==> config.mk <==
export PLATFORM = sky130hd
export DESIGN_NAME = strassen_operand_loader
export DESIGN_NICKNAME = d
export VERILOG_FILES = /design/src/rtl/strassen_pkg.sv /design/src/rtl/strassen_operand_loader.sv
export SDC_FILE = /design/constraint.sdc
export NUM_CORES = 1
export LEC_CHECK = 0
export BUFFER_PORTS_ARGS = -buffer_cell sky130_fd_sc_hd__buf_2
export CORE_MARGIN = 8
export CORE_UTILIZATION = 36
export DETAILED_ROUTE_END_ITERATION = 10
export PLACE_DENSITY = 0.58
export SETUP_SLACK_MARGIN = 0.4
export SLEW_MARGIN = 20
export SYNTH_ARGS = -nofsm -noshare
export SYNTH_HDL_FRONTEND = slang
export SYNTH_SLANG_ARGS = --single-unit
==> constraint.sdc <==
create_clock -name clk -period 3.6 [get_ports clk]
set_clock_uncertainty 0.15 [all_clocks]
set_input_delay 0.36 -clock clk [delete_from_list [all_inputs] [get_ports clk]]
set_output_delay 0.36 -clock clk [all_outputs]
set_load 0.03 [all_outputs]
==> src/rtl/strassen_pkg.sv <==
`default_nettype none
// ============================================================================
// Module      : strassen_pkg
// Description : Shared constants for the Strassen 2x2 loader and control FSM:
//               default widths, operand element indices, loader state
//               encoding and ALU opcodes.
// Revision    : 1.0 - initial release
// ============================================================================
package strassen_pkg;

    // Default element and operand-memory address widths
    localparam int DEF_DATA_W = 8;
    localparam int DEF_ADDR_W = 4;
    localparam int N_OPS_2X2  = 8;

    // Operand bank element positions (A11 occupies the LSBs of the bank)
    localparam int IDX_A11 = 0;
    localparam int IDX_A12 = 1;
    localparam int IDX_A21 = 2;
    localparam int IDX_A22 = 3;
    localparam int IDX_B11 = 4;
    localparam int IDX_B12 = 5;
    localparam int IDX_B21 = 6;
    localparam int IDX_B22 = 7;

    // Loader state encoding
    typedef logic [1:0] ld_state_t;
    localparam ld_state_t ST_IDLE  = 2'd0;
    localparam ld_state_t ST_READ  = 2'd1;
    localparam ld_state_t ST_DRAIN = 2'd2;
    localparam ld_state_t ST_VALID = 2'd3;

    // ALU opcodes shared with the control FSM
    typedef enum logic [1:0] {
        ALU_ADD  = 2'd0,
        ALU_SUB  = 2'd1,
        ALU_MULT = 2'd2
    } alu_op_t;

endpackage : strassen_pkg
`default_nettype wire

==> src/rtl/strassen_operand_loader.sv <==
`default_nettype none
// ============================================================================
// Module      : strassen_operand_loader
// Description : Fetches the eight 2x2 Strassen operands (A11..B22) from
//               operand memory, one read per cycle, into a parallel bank and
//               holds the bank stable behind a valid/ready handshake.
// Revision    : 1.0 - initial release
// ============================================================================
module strassen_operand_loader
    import strassen_pkg::*;
#(
    parameter int DATA_W = DEF_DATA_W,
    parameter int ADDR_W = DEF_ADDR_W,
    parameter int N_OPS  = N_OPS_2X2
) (
    input  logic                    clk,
    input  logic                    rst_n,
    input  logic                    start,
    input  logic [ADDR_W-1:0]       base_addr,
    output logic                    mem_re,
    output logic [ADDR_W-1:0]       mem_addr,
    input  logic [DATA_W-1:0]       mem_rdata,
    output logic [N_OPS*DATA_W-1:0] ops,
    output logic                    ops_valid,
    input  logic                    ops_ready,
    output logic                    busy
);

    localparam int                  CNT_W      = $clog2(N_OPS);
    localparam logic [CNT_W-1:0]    c_last_idx = CNT_W'(N_OPS - 1);
    localparam logic [CNT_W-1:0]    c_one      = CNT_W'(1);

    ld_state_t          r_state;
    logic [ADDR_W-1:0]  r_base;
    logic [CNT_W-1:0]   r_issue;
    logic [CNT_W-1:0]   r_cap;
    logic               r_re_d;
    logic               r_valid;
    logic [DATA_W-1:0]  r_bank [N_OPS];

    // Read port is driven straight from the state so the 8 issues are back to back
    always_comb begin
        mem_re   = (r_state == ST_READ);
        mem_addr = '0;
        if (r_state == ST_READ) begin
            mem_addr = r_base + ADDR_W'(r_issue);   // wraps mod 2^ADDR_W
        end
        busy      = (r_state != ST_IDLE);
        ops_valid = r_valid;
    end

    // Load sequencer: IDLE -> READ (8 issues) -> DRAIN (last word lands) -> VALID
    always_ff @(posedge clk) begin
        if (!rst_n) begin
            r_state <= ST_IDLE;
            r_base  <= '0;
            r_issue <= '0;
            r_valid <= 1'b0;
        end else begin
            case (r_state)
                ST_IDLE: begin
                    if (start) begin
                        r_base  <= base_addr;
                        r_issue <= '0;
                        r_state <= ST_READ;
                    end
                end
                ST_READ: begin
                    r_issue <= r_issue + c_one;
                    if (r_issue == c_last_idx) begin
                        r_state <= ST_DRAIN;
                    end
                end
                ST_DRAIN: begin
                    r_state <= ST_VALID;
                    r_valid <= 1'b1;
                end
                ST_VALID: begin
                    if (r_valid && ops_ready) begin
                        r_valid <= 1'b0;
                        r_state <= ST_IDLE;
                    end
                end
                default: begin
                    r_state <= ST_IDLE;
                end
            endcase
        end
    end

    // Capture path: data returns one cycle after its issue; a reset drops any
    // read still in flight by clearing the delayed read-enable
    always_ff @(posedge clk) begin
        if (!rst_n) begin
            r_re_d <= 1'b0;
            r_cap  <= '0;
            for (int k = 0; k < N_OPS; k++) begin
                r_bank[k] <= '0;
            end
        end else begin
            r_re_d <= mem_re;
            if (r_re_d) begin
                r_bank[r_cap] <= mem_rdata;
                r_cap         <= r_cap + c_one;   // wraps to 0 after the 8th word
            end
        end
    end

    // Flatten the bank, element 0 (A11) in the LSBs
    generate
        for (genvar g = 0; g < N_OPS; g++) begin : g_ops
            assign ops[g*DATA_W +: DATA_W] = r_bank[g];
        end
    endgenerate

endmodule : strassen_operand_loader
`default_nettype wire

==> qor_table.md <==
| Parameter | Value |
|:---|:---|
| Number of inserted diodes | 0 |
| Max capacitance violation total | 0 |
| Synthesized area | 3261 um^2 |
| Highest Signal Layer | met4 |
| Cell type of the slowest stage on the worst timing path | sky130_fd_sc_hd__dfxtp_1 |
| Most common cell after layout, fill and taps aside | sky130_fd_sc_hd__buf_2 |
| Clock buffers created by TritonCTS | 9 |
| Critical-path cell list | ha_1, a21o_1, a21oi_1, mux2i_1, buf_2 |
| Final count of negative-setup-slack endpoints | 0 |
| Final design instance area without fill | 4064 um^2 |
| Worst-case hold slack | 128.0 ps |
| Maximum number of pins on one net before global-route repair | 29 |
| Final TNS setup | 0 ps |
| Fin nets | 361 |
| Sequential share of the synthesized area | 0.6754 |
| Average size of a mapped cell | 13.76 um^2 |
| Post-DRT Antenna Nets | 0 |
| Status | finished clean |
| I/O Pins | 87 |
| Root buf cell | sky130_fd_sc_hd__clkbuf_8 |
| Vias in the first global route | 2148 |
| Count of routing violations after the opening detailed-route iteration | 119 |
| Detailed-route via count | 2023 |
| Endpoint class of the critical path | output port |
| Clk sinks | 78 |
| Clock transition time at the flip-flop clock pins of the worst setup and hold paths | 80 ps |
| Critical path startpoint category | flip-flop |
| Peak supply drop | 0.3378 mV |
| Synthesized net count | 264 |
| Startpoint-to-endpoint class of the critical path | flip-flop to output port |
| Hold WC Path Type | primary input to flip-flop |
| Met2 wire len | 3314 um |
| Number of warnings issued by yosys | 0 |
| Maximum level of the CTS H-tree | 3 |
| Commonest cells after routing, fill and taps aside | sky130_fd_sc_hd__buf_2 (86), sky130_fd_sc_hd__and2_1 (70), sky130_fd_sc_hd__edfxtp_1 (64), sky130_fd_sc_hd__nand2_1 (15), sky130_fd_sc_hd__dfxtp_1 (14) |
| RSZ-0062 raised after global routing | false |
| Pwr/cell area | 547.9 nW/um^2 |
| Async set or reset register ratio after synthesis | 0 |
| Share of total power in sequential cells | 0.485 |
| Met3 routed WL | 443 um |
| Total half-perimeter wirelength after legalization and detailed placement | 5084 um |
| Count of final hold-check violations | 0 |
| Count of flip-flops with a built-in enable after synthesis | 64 |
| Number of antenna violations at the first check in global routing | 0 |
| DR pass1 iterations | 4 |
| Data required, critical path | 3090 ps |
| X dimension of the die | 111.2 um |
| Slew at the pin closest to its max-slew limit | 562.7 ps |
| Via/cell ratio | 4.526 |
| Maximum buffer depth of the clock tree | 2 |
| Gpl congestion | 0.7251 |
| Placement Rows | 34 |
| Remaining max-slew budget at the tightest pin | 0.6249 |
| Total Power | 2.227 mW |
| Portion of total power attributed to combinational logic | 0.186 |
| Most common flop cell mapped by yosys | sky130_fd_sc_hd__edfxtp_1 |
| Area growth syn-to-layout | 24.64% |
| Internal power contribution | 1.567 mW |
| Crit-path max cell delay | 410 ps |
| Final worst-path cycle share | 0.6252 |
| Ratio of cells with drive above 1 in the final layout | 0.3304 |
| Instance area at placement | 3842 um^2 |
| Utilization of the core after routing | 0.4637 |
| Chip height | 111.2 um |
| Critical-path maximum fanout | 4 |
| Proportion of total power due to net switching | 0.2964 |
| Starting Density | 0.3721 |
| Total net switching power | 660.0 uW |
| Clock group share of total power | 0.329 |
| Met1 routed wirelength after detailed routing | 3382 um |
| Fmax | 444.3 MHz |
| Shortest period the worst path allows | 2251 ps |
| IO buf count | 86 |
| Flip-flop and latch count after synthesis | 78 |
| Clock latency of the later-clocked register in the worst-skew pair | 340 ps |
| Global route overflow | 0 |
| DRC viols | 0 |
| Post-synthesis instance total | 237 |
| Wire length reported by the detailed router | 7191 um |
| Arrival time reported for the critical path endpoint | 1740 ps |
| Avg WL per Cell | 16.09 um |
| Placeable core area | 8763 um^2 |
| Number of pins with negative max-slew slack in the final report | 0 |
| Leak | 1.770 nW |
| Unique cell type count in the Yosys netlist | 29 |
| CTS tree | yes |
| Setup slack on the worst flop-to-flop path | 1630 ps |
| Tot GR Track Use | 0.1179 |
| Number of gates resized after cts | 0 |
| Cts hold-fix bufs | 0 |
| Wire length of the first global-routing pass | 11610 um |
| Post-CTS setup buffer count | 0 |
| Die footprint | 12360 um^2 |
[kinds of logic after synthesis]
| group | share of synthesized area |
|---|---|
| fa+ha+maj | 0.04451 |
| buf+inv | 0.01458 |
| compound gates | 0.03607 |
| mux | 0.01535 |
| simple gates | 0.2061 |
| xor+xnor | 0.008060 |
| flops | 0.6754 |
[metal layers]
layer	global-route usage	vias to the layer above
met2	0.1920	62
met4	0.02667	0
met5	0	-
met1	0.1428	936
met3	0.04654	6
li1	-	1019
[worst max-delay path: cells and delay by family (launching register included)]
family                     cells  cell delay (ps)
DFF                            1              410
muxes                          1              190
AOI/OAI and AO/OA              2              330
adders and majority gates      1              260
buffers and inverters          1              210
[worst paths after layout]
path                                 from  cells after the start                    endpoint
setup / recovery  r_issue[1]$_SDFFE_PN0P_                      5                 mem_addr[3]
hold / removal               base_addr[0]                      3      r_base[0]$_SDFFE_PN0P_
setup reg to reg    r_cap[1]$_SDFFE_PN0P_                      3  r_bank[4][2]$_SDFFCE_PN0P_
hold reg to reg    r_base[0]$_SDFFE_PN0P_                      2      r_base[0]$_SDFFE_PN0P_
[flip-flops by register name, summed over array words and instances, names as in the netlist]
register	cells
ops_valid	1
r_bank	64
r_base	4
r_cap	3
r_issue	3
r_re_d	1
r_state	2
[per-stage QoR]
step           worst slack, ps  std cells
6_report                  1349        447
5_1_grt                   1213        447
4_1_cts                   1318        447
3_5_place_dp              1253        431
3_3_place_gp              1297        431
2_1_floorplan             1484        237
[Yosys cell counts, types with 3 or more instances]
library cell               count  share of area
sky130_fd_sc_hd__a21boi_0      5          0.012
sky130_fd_sc_hd__and2_1       70           0.13
sky130_fd_sc_hd__clkbuf_1      3         0.0035
sky130_fd_sc_hd__dfxtp_1      14          0.086
sky130_fd_sc_hd__edfxtp_1     64           0.59
sky130_fd_sc_hd__ha_1         10          0.038
sky130_fd_sc_hd__inv_1         5         0.0058
sky130_fd_sc_hd__mux2i_1       5          0.015
sky130_fd_sc_hd__nand2_1      15          0.017
sky130_fd_sc_hd__nand2b_1      5         0.0096
sky130_fd_sc_hd__nand3_1       5         0.0077
sky130_fd_sc_hd__nor2_1        4         0.0046
sky130_fd_sc_hd__nor2b_1       5         0.0096
sky130_fd_sc_hd__o21ai_0       7          0.011
[power groups by stage]
| stage | combinational (mW) | clock, mW | sequential (mW) |
|---|---|---|---|
| finish | 0.413 | 0.733 | 1.08 |
| global route | 0.462 | 0.774 | 1.09 |
| CTS | 0.421 | 0.751 | 1.08 |
| detailed placement | 0.420 | 0 | 1.10 |
| global placement | 0.415 | 0 | 1.10 |
| floorplan | 0.221 | 0 | 1.17 |
[layout make-up]
cell class                      instances  area [um^2]
Clock buffer                           10        127.6
Clock inverter                          6        93.84
Fill cell                             820         4700
Inverter                                5        18.77
Multi-Input combinational cell        148         1011
Sequential cell                        78         2202
Tap cell                              108        135.1
Timing Repair Buffer                   92        475.5
Power figures use the tool's default switching activity.
